<file path="src/rtl/mdu.sv">
// Multiply/divide unit: 32-bit MULT/MULTU/DIV/DIVU with a fixed 33-edge latency.
// Magnitudes are iterated one bit per cycle; signs are reapplied in a final FIX cycle.
module mdu (
  input  logic        clk,
  input  logic        reset,
  input  logic        start,
  input  logic [1:0]  mdcont,
  input  logic [31:0] rd1,
  input  logic [31:0] rd2,
  input  logic        wr_hi,
  input  logic        wr_lo,
  input  logic [31:0] wd,
  output logic        busy,
  output logic        done,
  output logic [31:0] hi,
  output logic [31:0] lo
);

  localparam int DATA_W = 32;

  typedef enum logic [1:0] {IDLE, ITER, FIX} state_t;

  state_t            state, state_nxt;
  logic [4:0]        cnt;
  logic              op_div, neg_q, neg_r, div_zero;
  logic [DATA_W-1:0] a_cap, b_mag;
  logic [DATA_W-1:0] acc, qr;
  logic [DATA_W:0]   mul_sum;
  logic [DATA_W:0]   rem_sh;
  logic              div_ge;
  logic [DATA_W-1:0] div_diff;

  // Two's-complement negate when neg is set.
  function automatic logic [DATA_W-1:0] neg32(input logic [DATA_W-1:0] v, input logic neg);
    logic signed [DATA_W-1:0] s;
    s = $signed(v);
    if (neg) s = -s;
    return $unsigned(s);
  endfunction

  // 64-bit variant for the product.
  function automatic logic [2*DATA_W-1:0] neg64(input logic [2*DATA_W-1:0] v, input logic neg);
    logic signed [2*DATA_W-1:0] s;
    s = $signed(v);
    if (neg) s = -s;
    return $unsigned(s);
  endfunction

  // Magnitude of an operand; unsigned ops pass through untouched.
  function automatic logic [DATA_W-1:0] mag32(input logic [DATA_W-1:0] v, input logic sgn);
    return neg32(v, sgn & v[DATA_W-1]);
  endfunction

  assign busy = (state != IDLE);

  // State, iteration counter and done pulse.
  always_ff @(posedge clk or posedge reset) begin
    if (reset) begin
      state <= IDLE;
      cnt   <= '0;
      done  <= 1'b0;
    end else begin
      state <= state_nxt;
      done  <= (state == FIX);
      if (state == ITER) cnt <= cnt + 5'd1;
      else               cnt <= '0;
    end
  end

  // Next-state: 32 ITER cycles then one FIX cycle.
  always_comb begin
    state_nxt = state;
    case (state)
      IDLE:    if (start) state_nxt = ITER;
      ITER:    if (cnt == 5'd31) state_nxt = FIX;
      FIX:     state_nxt = IDLE;
      default: state_nxt = IDLE;
    endcase
  end

  // One iteration step: shift-add for multiply, restoring shift-subtract for divide.
  always_comb begin
    mul_sum  = {1'b0, acc} + (qr[0] ? {1'b0, b_mag} : '0);
    rem_sh   = {acc, qr[DATA_W-1]};
    div_ge   = (rem_sh >= {1'b0, b_mag});
    div_diff = rem_sh[DATA_W-1:0] - b_mag;
  end

  // Operand capture and iteration registers; qr holds multiplier / dividend-then-quotient.
  always_ff @(posedge clk) begin
    if (state == IDLE) begin
      if (start) begin
        op_div   <= mdcont[1];
        neg_q    <= ~mdcont[0] & (rd1[DATA_W-1] ^ rd2[DATA_W-1]);
        neg_r    <= ~mdcont[0] & rd1[DATA_W-1];
        div_zero <= mdcont[1] & (rd2 == '0);
        a_cap    <= rd1;
        b_mag    <= mag32(rd2, ~mdcont[0]);
        qr       <= mag32(rd1, ~mdcont[0]);
        acc      <= '0;
      end
    end else if (state == ITER) begin
      if (op_div) begin
        if (div_ge) begin
          acc <= div_diff;
          qr  <= {qr[DATA_W-2:0], 1'b1};
        end else begin
          acc <= rem_sh[DATA_W-1:0];
          qr  <= {qr[DATA_W-2:0], 1'b0};
        end
      end else begin
        acc <= mul_sum[DATA_W:1];
        qr  <= {mul_sum[0], qr[DATA_W-1:1]};
      end
    end
  end

  // HI/LO: software writes in IDLE, sign-corrected result in FIX, hold otherwise.
  always_ff @(posedge clk or posedge reset) begin
    if (reset) begin
      hi <= '0;
      lo <= '0;
    end else if (state == IDLE) begin
      if (wr_hi) hi <= wd;
      if (wr_lo) lo <= wd;
    end else if (state == FIX) begin
      if (op_div) begin
        if (div_zero) begin
          hi <= a_cap;
          lo <= '1;
        end else begin
          hi <= neg32(acc, neg_r);
          lo <= neg32(qr, neg_q);
        end
      end else begin
        {hi, lo} <= neg64({acc, qr}, neg_q);
      end
    end
  end

endmodule

</file>
<file path="config.mk">
export PLATFORM = sky130hd
export DESIGN_NAME = mdu
export DESIGN_NICKNAME = d
export VERILOG_FILES = /design/src/rtl/mdu.sv
export SDC_FILE = /design/constraint.sdc
export NUM_CORES = 1
export LEC_CHECK = 0
export ABC_AREA = 1
export BUFFER_PORTS_ARGS = -buffer_cell sky130_fd_sc_hd__buf_2
export CAP_MARGIN = 20
export CORE_UTILIZATION = 56
export DETAILED_ROUTE_END_ITERATION = 10
export GPL_TIMING_DRIVEN = 0
export PLACE_DENSITY = 0.79
export SYNTH_ARGS = -nofsm -noshare
export SYNTH_HDL_FRONTEND = slang
export SYNTH_SLANG_ARGS = --single-unit
</file>
<file path="constraint.sdc">
create_clock -name clk -period 4.6 [get_ports clk]
set_input_delay 0.46 -clock clk [delete_from_list [all_inputs] [get_ports clk]]
set_output_delay 0.46 -clock clk [all_outputs]
set_load 0.005 [all_outputs]
</file>
Word level (Yosys, flattened, before mapping)
Index checks and enable logic that the tools add are counted.
{ "totals": {"reg_bits": 204, "input_bits": 103, "out_inout_bits": 66, "word_cells": 75} }
{ "op_classes": {"n_addsub": 8, "order_cmp": 1, "n_eq_ne": 7, "muxes": 30, "n_bitwise": 6, "n_reduce_logical": 10} }
{ "ops": {"columns": ["operator", "count"], "rows": [
  ["32-bit two-way mux", 24],
  ["32-bit negator", 4],
  ["64-bit two-way mux", 1],
  ["64-bit negator", 1],
  ["32-bit by 32-bit adder with 33-bit output", 1],
  ["33-bit by 32-bit greater-or-equal comparator with 1-bit output", 1],
  ["32-bit logical NOT", 1],
  ["32-bit subtractor", 1],
  ["2-bit AND reduction", 5],
  ["2-bit inequality test, second input constant", 4],
  ["2-bit nonzero test", 3],
  ["5-bit by 1-bit adder with 5-bit output, second input constant", 1],
  ["5-bit equality test, second input constant", 1],
  ["5-bit two-way mux", 1],
  ["1-bit AND", 4],
  ["2-bit two-way mux", 2],
  ["2-bit one-hot mux with 2 select lines", 1],
  ["2-bit by 1-bit equality test with 1-bit output, second input constant", 1],
  ["2-bit equality test, second input constant", 1],
  ["2-bit logical NOT", 1],
  ["1-bit two-way mux", 1],
  ["1-bit NOT", 1],
  ["1-bit bitwise XOR", 1]
]} }

Longest topological paths before layout
{ "logic_depth": {"ltp_word": 6, "depth_mapped": 20, "ltp_nobuf": 18} }

Worst setup path after synthesis
OpenSTA, ideal clock, no wires.
{ "synth_path": {"path_type": "register -> register", "from": "reg state[1]", "to": "reg a_cap[0] (enable)", "setup_time_ns": 0.494, "arrival_ns": 3.930, "t_required_ns": 4.106, "slack_ns": 0.176, "stages_incl_launch_ff": 6, "path_buffers": 2, "synth_period_minus_slack_ns": 4.424, "path_cell_list": "dfrtp_1 > nor2_1 > inv_1 > clkbuf_1 > buf_2 > nor2_1"} }
{ "synth_between": {"elab_chain_len": 2} }
{ "synth_lines": {"columns": ["element", "line", "rtl"], "rows": [
  ["from (decl)", "23", "state_t state, state_nxt;"],
  ["from (signal assigned)", "63", "state <= state_nxt;"],
  ["2-bit logical NOT", "91", "if (state == IDLE) begin"],
  ["2-bit AND reduction (no source line)", null, null],
  ["to (signal assigned)", "97", "a_cap <= rd1;"],
  ["to (decl)", "26", "logic [DATA_W-1:0] a_cap, b_mag;"]
]} }
Every way passes these cells.
A chain may end at the register's enable or synchronous reset.

Worst setup path in the final report
{ "layout_path": {"from": "reg acc[0]", "to": "reg hi[4]"} }
{ "layout_between": {"elab_chain_len": 6, "elab_cells_between_ends": 8, "classes_between": "add/sub: 2; mux: 6"} }
{ "layout_lines": {"columns": ["element", "line", "rtl"], "rows": [
  ["from (decl)", "27", "logic [DATA_W-1:0] acc, qr;"],
  ["from (signal assigned)", "105", "acc <= div_diff;"],
  ["from (signal assigned)", "108", "acc <= rem_sh[DATA_W-1:0];"],
  ["from (signal assigned)", "112", "acc <= mul_sum[DATA_W:1];"],
  ["32-bit negator", "37", "if (neg) s = -s;"],
  ["32-bit two-way mux", "37", null],
  ["32-bit two-way mux", "128", "if (div_zero) begin"],
  ["32-bit two-way mux *", "127", "if (op_div) begin"],
  ["32-bit two-way mux *", "126", "end else if (state == FIX) begin"],
  ["32-bit two-way mux *", "123", "end else if (state == IDLE) begin"],
  ["to (signal assigned)", "124", "if (wr_hi) hi <= wd;"],
  ["to (signal assigned)", "129", "hi <= a_cap;"],
  ["to (signal assigned)", "132", "hi <= neg32(acc, neg_r);"],
  ["to (decl)", "15", "output logic [31:0] hi,"]
]} }
Mark *: on every way between the ends. The rest lies on a longest branch, timed or not. The select of a mux whose other input is x is not followed.

==> metrics.md <==
| Metric | Value |
|---|---|
| Worst slew margin | 35.5% |
| GRT Total Usage | a little under half |
| FF/Latch Area | 5770 sq um |
| Register bit total from synthesis | about 200 |
| Post-route cell area | 21000 sq um |
| Final Skew | 0.0159 ns |
| Die height | around 190 microns |
| Crit-path cells | inv_1 -> ha_1 -> nand2_1 -> o21ai_0 -> a21oi_1 -> o21ai_0 -> nand2_1 -> a21oi_1 |
| Crit-path max FO | 7 |
| Cell Rows | 66 |
| Fmax | 296 MHz |
| Layout cells sized above 1 | 9.83% |
| Synthesized Nets | 3129 |
| Slew @ Worst Pin | 0.957 ns |
| Syn. warnings | 0 |
| Placed Area | 20300 sq um |
| Hold_buf cts | 0 |
| Mapped Area | 18800 sq um |
| Avg WL per Cell | 21.8 microns |
| CTS buffer count | 23 |
| H-tree levels | 1 |
| Worst Path Class, Setup | register to register |
| Peak supply drop | 331 uV |
| Fin Setup TNS | 0 ns |
| Clock Sinks | 204 |
| RSZ-0062 raised after global routing | no |
| CP Data Arrival Time | about 3.9 ns |
| Largest net degree at the start of global routing | 73 |
| Vias per cell | 6.06 |
| Leading cell types in the layout, fill and taps excluded | nand2_1 (804), nor2_1 (408), inv_1 (379) |
| Antenna Nets Post-Route | 0 |
| Initial core utilization | 57.4% |
| Die Wd | 185 microns |
| TritonCTS clock tree | yes |
| Clock Latency Late Sink | 0.55 ns |
| # Max-Cap Violations | 0 |
| Dpl hpwl | about 63000 microns |
| Number of synthesized flops with an enable pin | 132 |
| Clock Tree Buf Depth | 3 |
| Hold Fails Final Rpt | 0 |
| Total iterations of the first detailed-routing run | 8 |
| Top Ports | 169 |
| Seq/Total Area, Yosys | between 30% and 40% |
| Post-CTS Setup Inserts | 0 |
| Min cycle time layout | 3.37 ns |
| CTS Root Cell | clkbuf_16 |
| DRC violations left | 0 |
| Initial antenna violation count | 5 |
| CP peak stage delay | 0.73 ns |
| Slowest CP cell | o21ai_0 |
| Gr ovfl total | 0 |
| Worst-path clk slew | 0.06 ns |
| Most common cell after layout, fill and taps aside | nand2_1 |
| Final setup vio count | 0 |
| # fillers | between 3000 and 4000 |
| Resized Gates After CTS | 0 |
| Mapped Cells | 2954 |
| Status | finished clean |
| Die area | 34300 sq um |
| Area Growth Syn to Fin | 11.9% |
| Worst min path class | input port to async pin |
| PD cells | 582 nW/um^2 |
| Crit. End Element | register |
| Synth cell types | 49 |
| # port buffers | 168 |
| Vias | 21873 |
| Leakage power | 10.5 nW |
| CP required | 5.08 ns |
| Share of synthesized registers carrying an async set or reset | around a third |
| Fin. max-slew vios | 0 |
| Core ar. | 32800 sq um |
| Vias in the first global route | 19523 |
| Initial DRC Count | 3597 |
| Multi-input logic area | 11200 sq um |
| Final WL | 78800 microns |
| RD Place Congestion | 1.06 |
| Mean Syn Cell Area | 6.37 sq um |
| # nets final | 3326 |
| Most used flip-flop cell after synthesis | edfxtp_1 |
| Startpoint Class | register |
| Period utilisation layout | approximately 73% |
| First-pass GRT wire length | 115000 microns |
[where the power goes]
part           switching [W]  internal (W)  leakage (nW)  total, W
Sequential           0.00106       0.00263          2.11   0.00368
Clock               0.000799       0.00105         0.364   0.00185
Combinational        0.00451       0.00220          8.04   0.00671
Total                0.00636       0.00588          10.5    0.0122
[state kept, by name, summed over array words and instances, names as in the netlist, 2 cells and up]
signal,count
a_cap,32
acc,32
b_mag,32
hi,32
lo,32
qr,32
cnt,5
state,2
[cells by family after synthesis]
logic type / after synthesis / share of synthesized area (%)
simple gates: 1623 / 37.1
compound gates: 507 / 14.3
buf+inv: 485 / 10.2
flops: 204 / 30.7
fa+ha+maj: 72 / 4.87
xor+xnor: 63 / 2.93
[final timing paths]
kind / cells after the start / from / endpoint / slack (ns)
max reg2reg: 8 / acc[0] / hi[4] / 1.23
max in group asynchronous: 2 / reset / hi[27] / 3.93
min in group clk: 1 / rd1[13] / a_cap[13] / 0.11
min: 2 / reset / lo[0] / 0.09
max: 8 / acc[0] / hi[4] / 1.23
min reg2reg: 1 / cnt[0] / cnt[0] / 0.46
[per-layer routing]
metal,vias to the layer above,part of all wire [%],routed length [microns],GRT usage (%)
met5,-,0.038,30,0
met4,4,3.7,2920,14.4
met3,210,17,13400,17.0
met2,1670,39,30800,63.9
met1,9947,40,31700,64.0
li1,10042,-,-,-
[metrics by stage]
step           utilization [%]  hold WS (ns)  power [W]  instances  setup slack, ns
6_report                  64.2        0.0883     0.0122       3608             1.23
5_1_grt                   64.2         0.111     0.0129       3607             1.08
4_1_cts                   64.2         0.103     0.0118       3607             1.45
3_5_place_dp              61.9         0.454    0.00997       3568             1.47
3_3_place_gp              61.6         0.445    0.00981       3564            -1.69
2_1_floorplan                -         0.433    0.00756       2954            0.176
[synthesized netlist by cell type (3+ instances only)]
cell type  number  area, sq um
edfxtp_1      132         3960
o21ai_4         3         48.8
nand2_2        15         93.8
a21boi_0        3         22.5
clkbuf_1       57          214
nand4_1        63          394
nor3_1         28          140
o21ai_1        19         95.1
nor2_1        409         1540
inv_2           4         15.0
dfrtp_1        72         1800
o211ai_1       11         82.6
a21oi_1       254         1270
buf_2          26          130
nand3_2         4         40.0
nand2_1       804         3020
nand3_1       228         1140
a21o_1          6         45.0
nand3b_1       21          158
buf_6           6         67.6
and2_1          5         31.3
inv_1         380         1430
nor2_4          8         90.1
nor4_1          4         25.0
xor2_1         48          420
nor3_4          3         48.8
a31oi_1         3         18.8
ha_1           70          876
o21a_1          5         37.5
nand2_4         7         78.8
o21ai_0       176          881
buf_1           9         33.8
nor2_2         15         93.8
or2_2           4         25.0
xnor2_1        15          131
o22ai_1        18          113
[worst max-delay path, delay by kind of cell, from the launching register on]
family	cells	cell delay [ns]
simple gates	2	0.30
compound gates	4	1.68
flops	1	0.56
buf+inv	1	0.41
fa+ha+maj	1	0.36
[final cells by class]
type	instances	share of cell area, %
multi-input cells	2265	53.0
well taps	442	2.63
flip-flops and latches	204	27.4
plain buffers	99	2.19
clock buffers	31	3.07
repair buffers	172	4.38
inverters	386	6.90
diodes	1	0.0119
clock inverters	8	0.440
(Power assumes the default switching activity.)
